### src/rtl/dmem_arbiter.sv
// Purpose : shares one single-port Datamemory between the core load/store path (port 0) and debug/DMA (port 1).
// Latency : grant is combinational in the request cycle; the response is registered and arrives one cycle later.
// Backpr. : port 0 wins by default; a waiting port-1 request is forced through after MAX_WAIT lost cycles.
//
// Ports:
//   clk, rst                      clock, asynchronous active-high reset
//   reqN_valid/ready              request handshake (accepted on a rising edge with valid && ready)
//   reqN_we/addr/wdata/strb       request payload, held stable by the requester until ready
//   rspN_valid/rdata              one-cycle response pulse; rdata is read data or 0 for writes
//   mem_*                         drive/return of the attached Datamemory (combinational read port)
module dmem_arbiter #(
   parameter int DEPTH    = 128,
   parameter int MAX_WAIT = 4,
   localparam int AW      = $clog2(DEPTH)
) (
   input  logic          clk,
   input  logic          rst,
   input  logic          req0_valid,
   output logic          req0_ready,
   input  logic          req0_we,
   input  logic [AW-1:0] req0_addr,
   input  logic [31:0]   req0_wdata,
   input  logic [2:0]    req0_strb,
   output logic          rsp0_valid,
   output logic [31:0]   rsp0_rdata,
   input  logic          req1_valid,
   output logic          req1_ready,
   input  logic          req1_we,
   input  logic [AW-1:0] req1_addr,
   input  logic [31:0]   req1_wdata,
   input  logic [2:0]    req1_strb,
   output logic          rsp1_valid,
   output logic [31:0]   rsp1_rdata,
   output logic          mem_we0,
   output logic [AW-1:0] mem_rd_addr0,
   input  logic [31:0]   mem_rd_dout0,
   output logic [AW-1:0] mem_wr_addr0,
   output logic [31:0]   mem_wr_din0,
   output logic [2:0]    mem_wr_strb
);

   localparam logic [7:0] WAIT_MAX = 8'(MAX_WAIT);

   logic        grant0;
   logic        grant1;
   logic [7:0]  wait_cnt_d,   wait_cnt_q;
   logic        rsp0_valid_d, rsp0_valid_q;
   logic        rsp1_valid_d, rsp1_valid_q;
   logic [31:0] rsp0_rdata_d, rsp0_rdata_q;
   logic [31:0] rsp1_rdata_d, rsp1_rdata_q;

   // Grants are suppressed while rst is high so no memory write can slip through.
   always_comb begin
      grant1 = ~rst & req1_valid & (~req0_valid | (wait_cnt_q == WAIT_MAX));
      grant0 = ~rst & req0_valid & ~grant1;
   end

   assign req0_ready = grant0;
   assign req1_ready = grant1;

   // Memory drive: the granted port's request, all zeros when idle.
   always_comb begin
      mem_we0      = 1'b0;
      mem_rd_addr0 = '0;
      mem_wr_addr0 = '0;
      mem_wr_din0  = '0;
      mem_wr_strb  = '0;
      if (grant1) begin
         mem_we0      = req1_we;
         mem_rd_addr0 = req1_addr;
         mem_wr_addr0 = req1_addr;
         mem_wr_din0  = req1_wdata;
         mem_wr_strb  = req1_strb;
      end else if (grant0) begin
         mem_we0      = req0_we;
         mem_rd_addr0 = req0_addr;
         mem_wr_addr0 = req0_addr;
         mem_wr_din0  = req0_wdata;
         mem_wr_strb  = req0_strb;
      end
   end

   // Counts consecutive cycles a port-1 request has lost; reaching WAIT_MAX forces its grant.
   always_comb begin
      wait_cnt_d = '0;
      if (req1_valid && !grant1) begin
         wait_cnt_d = (wait_cnt_q >= WAIT_MAX) ? WAIT_MAX : wait_cnt_q + 8'd1;
      end
   end

   // Response capture: read data comes from the combinational memory port in the grant cycle.
   // The idle port keeps its last rdata.
   always_comb begin
      rsp0_valid_d = grant0;
      rsp1_valid_d = grant1;
      rsp0_rdata_d = rsp0_rdata_q;
      rsp1_rdata_d = rsp1_rdata_q;
      if (grant0) begin
         rsp0_rdata_d = req0_we ? 32'd0 : mem_rd_dout0;
      end
      if (grant1) begin
         rsp1_rdata_d = req1_we ? 32'd0 : mem_rd_dout0;
      end
   end

   always_ff @(posedge clk or posedge rst) begin
      if (rst) begin
         wait_cnt_q   <= '0;
         rsp0_valid_q <= 1'b0;
         rsp1_valid_q <= 1'b0;
         rsp0_rdata_q <= '0;
         rsp1_rdata_q <= '0;
      end else begin
         wait_cnt_q   <= wait_cnt_d;
         rsp0_valid_q <= rsp0_valid_d;
         rsp1_valid_q <= rsp1_valid_d;
         rsp0_rdata_q <= rsp0_rdata_d;
         rsp1_rdata_q <= rsp1_rdata_d;
      end
   end

   assign rsp0_valid = rsp0_valid_q;
   assign rsp1_valid = rsp1_valid_q;
   assign rsp0_rdata = rsp0_rdata_q;
   assign rsp1_rdata = rsp1_rdata_q;

endmodule

### config.mk
export PLATFORM = sky130hd
export DESIGN_NAME = dmem_arbiter
export DESIGN_NICKNAME = d
export VERILOG_FILES = /design/src/rtl/dmem_arbiter.sv
export SDC_FILE = /design/constraint.sdc
export NUM_CORES = 1
export LEC_CHECK = 0
export ABC_AREA = 1
export CAP_MARGIN = 20
export CORE_ASPECT_RATIO = 1.4
export CORE_MARGIN = 8
export CORE_UTILIZATION = 40
export DETAILED_ROUTE_END_ITERATION = 12
export GPL_ROUTABILITY_DRIVEN = 0
export GPL_TIMING_DRIVEN = 1
export PLACE_DENSITY = 0.87
export SLEW_MARGIN = 10
export SYNTH_ARGS = -nofsm -noshare
export SYNTH_HDL_FRONTEND = slang
export SYNTH_SLANG_ARGS = --single-unit
### constraint.sdc
create_clock -name clk -period 5 [get_ports clk]
set_input_delay 0.5 -clock clk [delete_from_list [all_inputs] [get_ports clk]]
set_output_delay 0.5 -clock clk [all_outputs]
set_load 0.03 [all_outputs]
Yosys cells after proc, flatten, opt, wreduce, memory -nomap -nowiden
Index checks and enable logic that the tools add are counted.
{"block": "op_classes", "n_addsub": 1, "magnitude_cmp": 1, "n_eq_ne": 1, "n_mux": 12, "bitwise_logic": 8, "n_reduce_logical": 2}
{"operator": "$mux W32", "count": 4}
{"operator": "$mux W8", "count": 2}
{"operator": "$mux W7", "count": 2}
{"operator": "$add A8 B1 Y8 const B", "count": 1}
{"operator": "$eq A8 B3 Y1 const B", "count": 1}
{"operator": "$ge A8 B3 Y1 const B", "count": 1}
{"operator": "$mux W3", "count": 2}
{"operator": "$and A1 B1 Y1", "count": 4}
{"operator": "$not A1 Y1", "count": 3}
{"operator": "$mux W1", "count": 2}
{"operator": "$logic_and A1 B1 Y1", "count": 1}
{"operator": "$logic_not A1 Y1", "count": 1}
{"operator": "$or A1 B1 Y1", "count": 1}
{"block": "word_totals", "register_bits": 74, "inputBits": 122, "output_inout_bits": 118, "word_cells": 30}

Longest topological paths before layout
{"block": "logic_depth", "word_depth": 7, "ltp_mapped": 10, "mapped_depth_nobuf": 8}

Worst setup path before layout
OpenSTA, ideal clock, no wires.
{"block": "synth_path", "path_type": "input -> output", "startpoint": "input port rst", "endpoint": "output port mem_wr_addr0[6]", "arrival_ns": 3.237, "t_required_ns": 4.500, "path_slack_ns": 1.263, "path_stages": 8, "n_path_buf": 3, "cell_sequence": "inv_1 -> nand2_1 -> inv_1 -> buf_2 -> buf_2 -> nand3_1 -> nand2_1 -> buf_4"}
{"block": "synth_via", "elab_chain_len": 7}
{"element": "from (decl)", "line_no": "17", "source": "input logic rst,"}
{"element": "$not A1 Y1 *", "line_no": "54, 55"}
{"element": "$and A1 B1 Y1 (2 in series)", "line_no": "54", "source": "grant1 = ~rst & req1_valid & (~req0_valid | (wait_cnt_q == WAIT_MAX));"}
{"element": "$not A1 Y1", "line_no": "55", "source": "grant0 = ~rst & req0_valid & ~grant1;"}
{"element": "$and A1 B1 Y1", "line_no": "55"}
{"element": "$mux W7"}
{"element": "$mux W7 *"}
{"element": "to (decl)", "line_no": "37", "source": "output logic [AW-1:0] mem_wr_addr0,"}
Mark *: on every way between the ends. The rest lies on a longest branch, timed or not.

Final worst setup path
{"block": "layout_path", "startpoint": "register wait_cnt_q[0]", "endpoint": "output port mem_wr_addr0[4]"}
{"block": "layout_via", "elab_chain_len": 7}
{"element": "from (decl)", "line_no": "46", "source": "logic [7:0] wait_cnt_d, wait_cnt_q;"}
{"element": "from (signal assigned)", "line_no": "114", "source": "wait_cnt_q <= wait_cnt_d;"}
{"element": "$eq A8 B3 Y1 *", "line_no": "54"}
{"element": "$or A1 B1 Y1 *", "line_no": "54"}
{"element": "$and A1 B1 Y1 *", "line_no": "54"}
{"element": "$not A1 Y1", "line_no": "55"}
{"element": "$and A1 B1 Y1", "line_no": "55"}
{"element": "$mux W7", "line_no": "74", "source": "end else if (grant0) begin"}
{"element": "$mux W7 *", "line_no": "68", "source": "if (grant1) begin"}
Marked as above.

==> out/results.txt <==
Inserted Clock Buffers - 9
crit end category - output port
height of the die - 132 um
n_diodes - 0
status - completed
die area - 0.0131 sq mm
final setup violating endpoints - 0
top area cells in the synthesized netlist - dfrtp_1 48%, nand2_1 21%, nand3_1 9.8%
Die Width - 99.2 um
Comb power frac - 32.5%
RSZ-0062 raised after global routing - no
Sw Ratio - 33.4%
Worst Path Required - 4.50 ns
clk sinks - 74
Flop pwr share - 36.2%
crit start category - flop
area leader, netlist - dfrtp_1
# hold bufs at CTS - 0
Max IR drop VDD - 273 uV
layout cell share with drive strength beyond 1 - 3.72%
Pre-Repair DR Iteration Count - 6
Slew Viols, Final - 0
clock skew after layout - 0.00950 ns
CP Cell Sequence - inv_1, ha_1, nand3_1, o21ai_2, nand2_4, inv_2, nand2_1, nand2_1, clkdlybuf4s50_1
Routed Antenna Nets - 0
FP Rows - 42
CP Data Arrival Time - 3.29 ns
Cell Pwr Density - 301 mW/mm^2
worst min-delay path category - flop to flop
# DRC - 0
Post-CTS Setup Inserts - 0
total grt overflow - 0
Slowest cell on crit path - clkdlybuf4s50_1
final period utilization - 75.9%
fmax - 264 MHz
Synth Warn # - 0
CTS Root Cell - clkbuf_16
hold slack - 0.469 ns
Psw - 0.649 mW
Final nets - 872
number of flops mapped to enable cells by yosys - 0
clock-pin slew on the worst setup and hold paths - 0.06 ns
Slew headroom - 38.8%
CP Max Fanout - 70
Synth top cells by count - 219 x nand2_1, 76 x nand3_1, 74 x dfrtp_1, 40 x inv_1, 38 x nor2_1
initial antenna violation count - 0
most common cell in the netlist - nand2_1
Clock Path Buffers - 2
Clock Latency Late Sink - 0.33 ns
Area growth syn-to-layout - 67.1%
worst setup path start - wait_cnt_q[0]
sequential fraction of the synthesis area - 47.8%
max incr delay on CP - 0.72 ns
Top cell by count, worst path - nand2_1
Via Count - 4248
largest net degree at the start of global routing - 75
Post-CTS Resized - 0
CP top delay family - buffers and inverters
Worst-Margin Slew - 0.919 ns
final WL - 14600 um
Synth async-reset ratio - 100%
vias in the first global route - 4258
path type of the worst setup path - flop to output port
setup TNS - 0 ns
Synth top area share - 47.8%
worst setup margin - 1.21 ns
FF-to-FF Start - wait_cnt_q[0]
num ports - 240
Critical path buffers and inverters - 3
setup slack, reg-to-reg - 2.31 ns
Yosys reg bits - 74
1st-iter DRT viols - 154
post-DP HPWL - 11100 um
commonest register cell after synthesis - dfrtp_1
CTS tree - yes
Avg WL per Cell - 16.9 um
pre-CTS setup slack - 1.22 ns
maxcap violations - 0
Syn Inst Count - 532
count of final hold-check violations - 0
first-pass GRT wire length - 22400 um
fin crit period - 3.79 ns
Starting Density - 41.0%
GRT Total Usage - 21.6%
DR vias/cell - 4.92
total power - 1.95 mW
CTS H-tree lvls - 3
Synth cell types - 19
LEAKAGE - 3.17 nW
Core ar. - 0.00946 sq mm
Synth Cell Area - 0.00387 sq mm
IO buf count - 239
share of total power in the clock network - 31.3%
Synth Area per Inst - 7.28 sq um
beginning of the worst hold path - rsp0_rdata[1]
internal power - 1.30 mW
-- cell usage in the layout, fill, tap and decap left out --
master / n
inv_6: 2
buf_16: 1
inv_2: 3
buf_4: 5
o21ai_0: 26
nand3_1: 76
nor3_1: 1
o21ai_2: 1
clkbuf_8: 1
clkinvlp_4: 1
inv_1: 38
dfrtp_1: 74
nand2_4: 1
nand2_1: 219
nor4_1: 1
clkinv_4: 2
clkdlybuf4s50_1: 239
clkbuf_16: 9
clkinv_2: 1
ha_1: 2
o21ai_1: 6
nor2_1: 38
conb_1: 5
nand2_2: 1
-- flip-flops by register name, indices dropped and copies added (netlist names) --
name and cells:
rsp0_rdata 32, wait_cnt_q 8, rsp0_valid 1, rsp1_rdata 32
rsp1_valid 1
-- power by group through the flow --
stage	sequential [mW]	clock, mW	combinational [mW]
2_1_floorplan	0.839	0	0.192
3_3_place_gp	0.713	0	0.625
3_5_place_dp	0.714	0	0.635
4_1_cts	0.705	0.621	0.638
5_1_grt	0.712	0.644	0.673
6_report	0.705	0.610	0.632
-- metrics by stage --
stage               std cells  utilization [%]  cell area, sq um
floorplan                 536                -              3890
global placement          846             65.1              6160
detailed placement        846             65.1              6160
CTS                       862             68.1              6450
global route              863             68.4              6470
finish                    863             68.4              6470
-- cells by family (layout without fill, tap and decap cells) --
kind of cell | after synthesis | after routing | synth area share, %
compound gates | 33 | 33 | 4.36
other cells | 1 | 5 | 0.0968
fa+ha+maj | 2 | 2 | 0.646
buf+inv | 85 | 302 | 11.8
simple gates | 337 | 337 | 35.3
flops | 74 | 74 | 47.8
-- worst register-to-register path, cell delays in order, from the launching register on --
cell and delay [ns]:
dfrtp_1 0.36, inv_1 0.06, ha_1 0.19, nand3_1 0.09
o21ai_2 0.09, nand2_4 0.51, buf_4 0.68, nand2_2 0.14
buf_4 0.27, nand2_1 0.12, nand2_1 0.06
-- layout make-up --
type                    count  area [sq um]
flip-flops and latches     74          1850
clock buffers              10           239
multi-input cells         377          1590
inverters                  41           154
clock inverters             6          47.5
repair buffers            245          2460
fillers                   756          2990
well taps                 110           138
-- path summary, 6_finish.rpt --
kind | end | depth (start not counted)
hold / removal | rsp0_rdata[1] | 2
setup / recovery | mem_wr_addr0[4] | 9
min in group asynchronous | rsp0_rdata[29] | 3
setup reg to reg | rsp0_rdata[17] | 10
hold reg to reg | rsp0_rdata[1] | 2
max in group asynchronous | rsp1_rdata[22] | 3
-- per-layer routing --
| metal | part of all wire [%] | up-vias | track usage (%) |
|---|---|---|---|
| li1 | - | 2069 | - |
| met1 | 39 | 1970 | 23.3 |
| met2 | 51 | 181 | 38.3 |
| met3 | 7.3 | 28 | 5.51 |
| met4 | 2.9 | 0 | 9.97 |
| met5 | 0 | - | 0 |
No activity file was read; power rests on OpenSTA's default activity.
